===== src/rtl/alu_seq.sv =====
// alu_seq: handshaked ALU with multi-cycle logical right shift.
// Define ALU_SEQ_STICKY_OF_EN to add the OF_sticky output.
module alu_seq #(
  parameter int WIDTH = 8,
  parameter int SHW = $clog2(WIDTH)
) (
  input  logic             clk,
  input  logic             rst_n,
  input  logic             in_valid,
  output logic             in_ready,
  input  logic [WIDTH-1:0] aluin_a,
  input  logic [WIDTH-1:0] aluin_b,
  input  logic [3:0]       OPCODE,
  input  logic             Cin,
  output logic             out_valid,
  input  logic             out_ready,
  output logic [WIDTH-1:0] alu_out,
  output logic             Cout,
  output logic             OF,
  output logic             Z,
`ifdef ALU_SEQ_STICKY_OF_EN
  output logic             OF_sticky,
`endif
  output logic             ERR
);
  typedef enum logic [1:0] {IDLE, SHIFT, DONE} state_t;
  state_t state, state_nx;
  logic armed;
  logic [SHW-1:0] cnt;
  logic acc, is_shr;
  logic [SHW-1:0] amt;
  logic [WIDTH-1:0] bb, sum, res_nx;
  logic ci, c_top, c_msb, of_add, cout_nx, of_nx, err_nx;
  assign in_ready = armed && state == IDLE;
  assign out_valid = state == DONE;
  assign acc = in_valid && in_ready;
  assign is_shr = OPCODE == 4'b1000;
  assign amt = aluin_b[SHW-1:0];
  // Subtract reuses the adder as A + ~B + 1.
  assign bb = OPCODE == 4'b0011 ? ~aluin_b : aluin_b;
  assign ci = OPCODE == 4'b0011 ? 1'b1 : OPCODE == 4'b0001 ? Cin : 1'b0;
  assign {c_top, sum} = {1'b0, aluin_a} + {1'b0, bb} + (WIDTH+1)'(ci);
  assign c_msb = sum[WIDTH-1] ^ aluin_a[WIDTH-1] ^ bb[WIDTH-1];
  assign of_add = c_msb ^ c_top;
  always_comb begin
    res_nx = '0;
    cout_nx = 1'b0;
    of_nx = 1'b0;
    err_nx = 1'b0;
    case (OPCODE)
      4'b0001, 4'b0011: begin
        res_nx = sum;
        cout_nx = c_top;
        of_nx = of_add;
      end
      4'b0010: begin
        res_nx = sum;
        of_nx = of_add;
      end
      4'b0100: res_nx = aluin_a & aluin_b;
      4'b0101: res_nx = ~(aluin_a | aluin_b);
      4'b0110: res_nx = ~(aluin_a ^ aluin_b);
      4'b0111: res_nx = ~aluin_a;
      4'b1000: res_nx = aluin_a;
      default: err_nx = 1'b1;
    endcase
  end
  always_comb begin
    state_nx = state;
    case (state)
      IDLE:    if (acc) state_nx = (is_shr && amt != '0) ? SHIFT : DONE;
      SHIFT:   if (cnt == SHW'(1)) state_nx = DONE;
      DONE:    if (out_ready) state_nx = IDLE;
      default: state_nx = IDLE;
    endcase
  end
  always_ff @(posedge clk or negedge rst_n)
    if (!rst_n) state <= IDLE;
    else state <= state_nx;
  always_ff @(posedge clk or negedge rst_n)
    if (!rst_n) begin
      armed <= 1'b0;
      cnt <= '0;
      alu_out <= '0;
      Cout <= 1'b0;
      OF <= 1'b0;
      Z <= 1'b0;
      ERR <= 1'b0;
    end else begin
      armed <= 1'b1;
      if (acc) begin
        alu_out <= res_nx;
        Cout <= cout_nx;
        OF <= of_nx;
        ERR <= err_nx;
        Z <= res_nx == '0;
        cnt <= is_shr ? amt : '0;
      end else if (state == SHIFT) begin
        alu_out <= alu_out >> 1;
        Z <= (alu_out >> 1) == '0;
        cnt <= cnt - SHW'(1);
      end
    end
`ifdef ALU_SEQ_STICKY_OF_EN
  // Only add/sub raise OF, and those always go straight to DONE.
  always_ff @(posedge clk or negedge rst_n)
    if (!rst_n) OF_sticky <= 1'b0;
    else if (acc && of_nx) OF_sticky <= 1'b1;
`endif
endmodule


===== config.mk =====
export PLATFORM = sky130hd
export DESIGN_NAME = alu_seq
export DESIGN_NICKNAME = d
export VERILOG_FILES = /design/src/rtl/alu_seq.sv
export SDC_FILE = /design/constraint.sdc
export NUM_CORES = 1
export LEC_CHECK = 0
export ABC_CLOCK_PERIOD_IN_PS = 3200
export CORE_ASPECT_RATIO = 0.8
export CORE_MARGIN = 5
export CORE_UTILIZATION = 29
export CTS_BUF_LIST = sky130_fd_sc_hd__clkbuf_8
export DETAILED_ROUTE_END_ITERATION = 10
export DONT_BUFFER_PORTS = 1
export PLACE_DENSITY = 0.4
export SLEW_MARGIN = 30
export SYNTH_ARGS = -nofsm -noshare
export SYNTH_HDL_FRONTEND = slang
export SYNTH_SLANG_ARGS = --single-unit

===== constraint.sdc =====
create_clock -name clk -period 3.2 [get_ports clk]
set_input_delay 0.16 -clock clk [delete_from_list [all_inputs] [get_ports clk]]
set_output_delay 0.16 -clock clk [all_outputs]
set_load 0.005 [all_outputs]

* After elaboration in Yosys (flattened, before gate mapping) *
Index checks and enable logic that the tools add are counted.

storage, ports and cells
  register bits after elaboration = 18
  word-level logic and storage cells = 66

cells by class
  $add $sub $neg = 3
  equal/unequal tests = 14
  multiplexer cells = 19
  bitwise operators = 10
  reductions and logical operators = 12

operator list
  operator                                             count
  case mux 8 bit (6 select lines)                      1
  inverter 8 bit                                       4
  2-to-1 mux 8 bit                                     3
  equality test 4 x 3 -> 1 bit, second input constant  4
  zero test 8 bit                                      2
  adder 8 x 8 -> 9 bit                                 1
  adder 9 x 1 -> 9 bit                                 1
  2-to-1 mux 3 bit                                     3
  bitwise AND 8 bit                                    1
  equality test 4 x 2 -> 1 bit, second input constant  2
  2-to-1 mux 2 bit                                     4
  bitwise OR 8 bit                                     1
  OR reduction 8 bit                                   1
  bitwise XOR 8 bit                                    1
  2-to-1 mux 1 bit                                     7
  case mux 2 bit (3 select lines)                      1
  equality test 4 x 1 -> 1 bit, second input constant  1
  equality test 4 bit, second input constant           1
  != test 2 bit, second input constant                 2
  equality test 3 x 1 -> 1 bit, second input constant  1
  logical AND 1 bit                                    3
  AND reduction 3 bit                                  1
  nonzero test 3 bit                                   1
  OR reduction 3 bit                                   1
  8 further kinds                                      10

* Longest topological paths before layout *
  depth after elaboration = 8
  depth in mapped cells = 12
  gate-level depth less buffers = 11

* Worst setup path before layout *
No wires, ideal clock.

  kind = input to register
  start point = input OPCODE[2]
  end point = register Z
  arrival time = 2.466 ns
  required time = 3.066 ns
  setup slack = 0.600 ns
  cell stages on the path = 11
  path buffers = 1
  path through = and4bb_1 -> buf_6 -> xnor2_1 -> fa_1 -> fa_1 -> a211oi_1 -> nor3b_1 -> o311ai_1 -> nor2_1 -> nand4_1 -> o32ai_2

between the ends
  cells in the longest elaborated chain, start to end = 7
  elaborated cells on any way between the ends = 17

RTL lines
  element                                                                              RTL line    source
  start: declaration                                                                   13          input logic [3:0] OPCODE,
  equality test 4 x 2 -> 1 bit / equality test 4 x 1 -> 1 bit (equally long branches)  40, 41, 50
  2-to-1 mux 8 bit / 2-to-1 mux 1 bit (equally long branches)                          40, 41
  adder 8 x 8 -> 9 bit / 2-to-1 mux 1 bit (equally long branches)                      42, 41
  adder 9 x 1 -> 9 bit                                                                 42          assign {c_top, sum} = {1'b0, aluin_a} + {1'b0, bb} + (WIDTH+1)'(ci);
  case mux 8 bit (6 select lines) (*)                                                  50          case (OPCODE)
  zero test 8 bit (*)                                                                  96          Z <= res_nx == '0;
  2-to-1 mux 1 bit (*)                                                                 91          if (acc) begin
  end signal: assignment                                                               87          Z <= 1'b0;
  end signal: assignment                                                               96
  end signal: assignment                                                               100         Z <= (alu_out >> 1) == '0;
  end: declaration                                                                     20          output logic Z,

Mark *: on every way between the ends. The rest lies on a longest branch, timed or not.
A chain may end at the register's enable or synchronous reset.

* Worst setup path after layout *
Same ends and word-level chain as after synthesis.

==> results.cfg <==
[timing]
slew_headroom_pct = 51.44
tightest_slew_ps = 726.8
fin_crit_ps = 2390
setup_violations = 0
finalMaxSlewViolations = 0
hold_violations = 0
post-route-period-util_pct = 74.70
rsz0062_at_grt = false
skew_ps = 2.049
timing.fmax_mhz = 418.3
setup_tns_ps = 0

[clock_network]
path_clk_slew_ps = 70
post_cts_resized = 0
h-tree-depth = 1
clk_latency_ps = 250
post_cts_buffers = 0
cts_tree = built
numCtsBuffers = 3
ctsRootBufferMaster = clkbuf_8
cts_buffer_depth = 2
clock-sinks = 18

[worst_setup_path]
startpoint = OPCODE[2]
crit_fanout = 13
r2r_cells = 7
r2r_start = state[0]
endpoint_kind = flop
r2r_setup_slack_ps = 1410
timing.rr.end = Z
endpoint = Z
worstPathArrival_ps = 2520
critPathLaunchType = input port
critPathRequiredTime_ps = 3330
crit_type = input port to flop

[drt]
avgRoutedWirePerCell_um = 17.59
wirelength_mm = 5.751
ant_nets = 0
drt_iter0_markers = 96
vias_per_cell = 5.266
via_count = 1722
dr.pass1.iters = 4
drc = 0

[outcome]
status = complete, no violations

[yosys]
avgSynthCellArea_um2 = 8.722
yosysSeqAreaShare_pct = 21.52
syn_inst = 240
ys_ff_latch = 18
ys_async_sr_fraction_pct = 100.0
synth_enable_flop_cells = 0
ys.flop_type = dfrtp_1
synth_area_um2 = 2093
ys_types = 57
syn_nets = 292
synth_warnings = 0

[global_routing]
grt_pass1_vias = 1755
gr-total-overflow = 0
grt_use_total_pct = 12.86
grt_pass1_wl_mm = 9.439
grt_max_degree = 24
antenna_found_initial = 0

[placed_design]
dp_hpwl_mm = 4.668
port_buffers = 0
gp_congestion = 0.7781

[power_and_ir_drop]
p_total_uw = 813.0
peakVddDrop_mv = 0.1544
power_density_nw_per_um2 = 360.8
p_leak_nw = 0.9880

[layout]
layout_common_cells = ha_1, inv_1, nand2_1, dfrtp_1
syn_to_final_growth_pct = 7.651
diodes = 0
drive_gt1_share_pct = 10.42
final_common_cell = ha_1
fin_nets = 293

[floorplanning]
dieArea_um2 = 9028
row_count = 27
die_h_um = 85.99
initial_core_util_pct = 30.08
die_w_um = 105.0
pin_count = 39
core-area_um2 = 6959

[worst_hold_path]
hold_depth = 2
min_path_type = input port to flop

[flow_run]
cap_violations = 0
[final cells by class]
| cell class | count | area [um^2] |
|---|---|---|
| sequential | 18 | 450.4 |
| clock buffer | 4 | 55.05 |
| timing repair buffer | 7 | 52.55 |
| inverter | 22 | 82.58 |
| tap | 87 | 108.9 |
| fill | 744 | 4706 |
| multi-input combinational | 189 | 1504 |
[repair_timing]
item | CTS | global route
hold buffers | 1 | 1
endpoints found under the setup margin | 0 | 0
endpoints found under the hold margin | 18 | 18
[worst max-delay path: stages]
cell and delay (ps):
and4bb_1 280, xnor2_1 90, fa_1 460, fa_1 440, a211oi_1 290, nor3b_1 130
o311ai_1 370, nor2_1 90, nand4_1 120, o32ai_2 80
[state kept, by name, indices dropped and copies added (netlist names)]
signal,cells
alu_out,8
OF,1
Cout,1
state,2
Z,1
armed,1
cnt,3
ERR,1
[layer usage]
metal | vias up | part of all wire (%) | global-route usage [%]
met3 | 4 | 6.6 | 4.289
met4 | 0 | 0.40 | 1.510
met1 | 817 | 49 | 17.50
met2 | 35 | 44 | 20.46
li1 | 866 | - | -
met5 | - | 0 | 0
[per-stage QoR]
| stage | area [um^2] | cells | hold slack, ps | setup WS [ps] | utilization (%) |
|---|---|---|---|---|---|
| final | 2253 | 327 | 52.87 | 809.6 | 32.38 |
| after global routing | 2253 | 327 | 86.08 | 616.7 | 32.38 |
| after CTS | 2248 | 326 | 50.09 | 808.6 | 32.31 |
| after detailed placement | 2183 | 321 | -135.0 | 564.4 | 31.37 |
| after global placement | 2183 | 321 | -135.0 | 603.7 | 31.37 |
| after floorplan | 2093 | 240 | -135.6 | 599.9 | - |
[Yosys cell counts, types with 5 or more instances]
| cell | n | share of area [%] |
|---|---|---|
| xnor2_1 | 14 | 5.9 |
| nand2_1 | 21 | 3.8 |
| buf_2 | 5 | 1.2 |
| dfrtp_1 | 18 | 22 |
| o21ai_0 | 9 | 2.2 |
| a22oi_1 | 10 | 3.6 |
| inv_1 | 22 | 3.9 |
| nor2_1 | 14 | 2.5 |
| ha_1 | 25 | 15 |
| a21oi_1 | 12 | 2.9 |
| nand3_1 | 5 | 1.2 |
[logic make-up after synthesis]
| group | share of synthesized area, % |
|---|---|
| fa+ha+maj | 16.86 |
| xor+xnor | 8.010 |
| simple gates | 18.29 |
| flops | 21.52 |
| buf+inv | 6.933 |
| compound gates | 21.46 |
| mux | 6.754 |
| other cells | 0.1791 |
[how the worst min path moves through the flow]
| stage | from | endpoint | slack (ps) |
|---|---|---|---|
| global route | aluin_b[2] | cnt[2] | 90 |
| floorplan | rst_n | Cout | -140 |
| CTS | aluin_b[1] | cnt[1] | 50 |
| finish | aluin_b[1] | cnt[1] | 50 |
| global placement | rst_n | state[0] | -140 |
| detailed placement | rst_n | state[1] | -130 |
[where the power goes]
| group | switching, mW | internal, mW |
|---|---|---|
| sequential | 0.0553 | 0.274 |
| clock | 0.0777 | 0.109 |
| combinational | 0.154 | 0.142 |
Note: power is estimated with default switching activity, not from simulation.
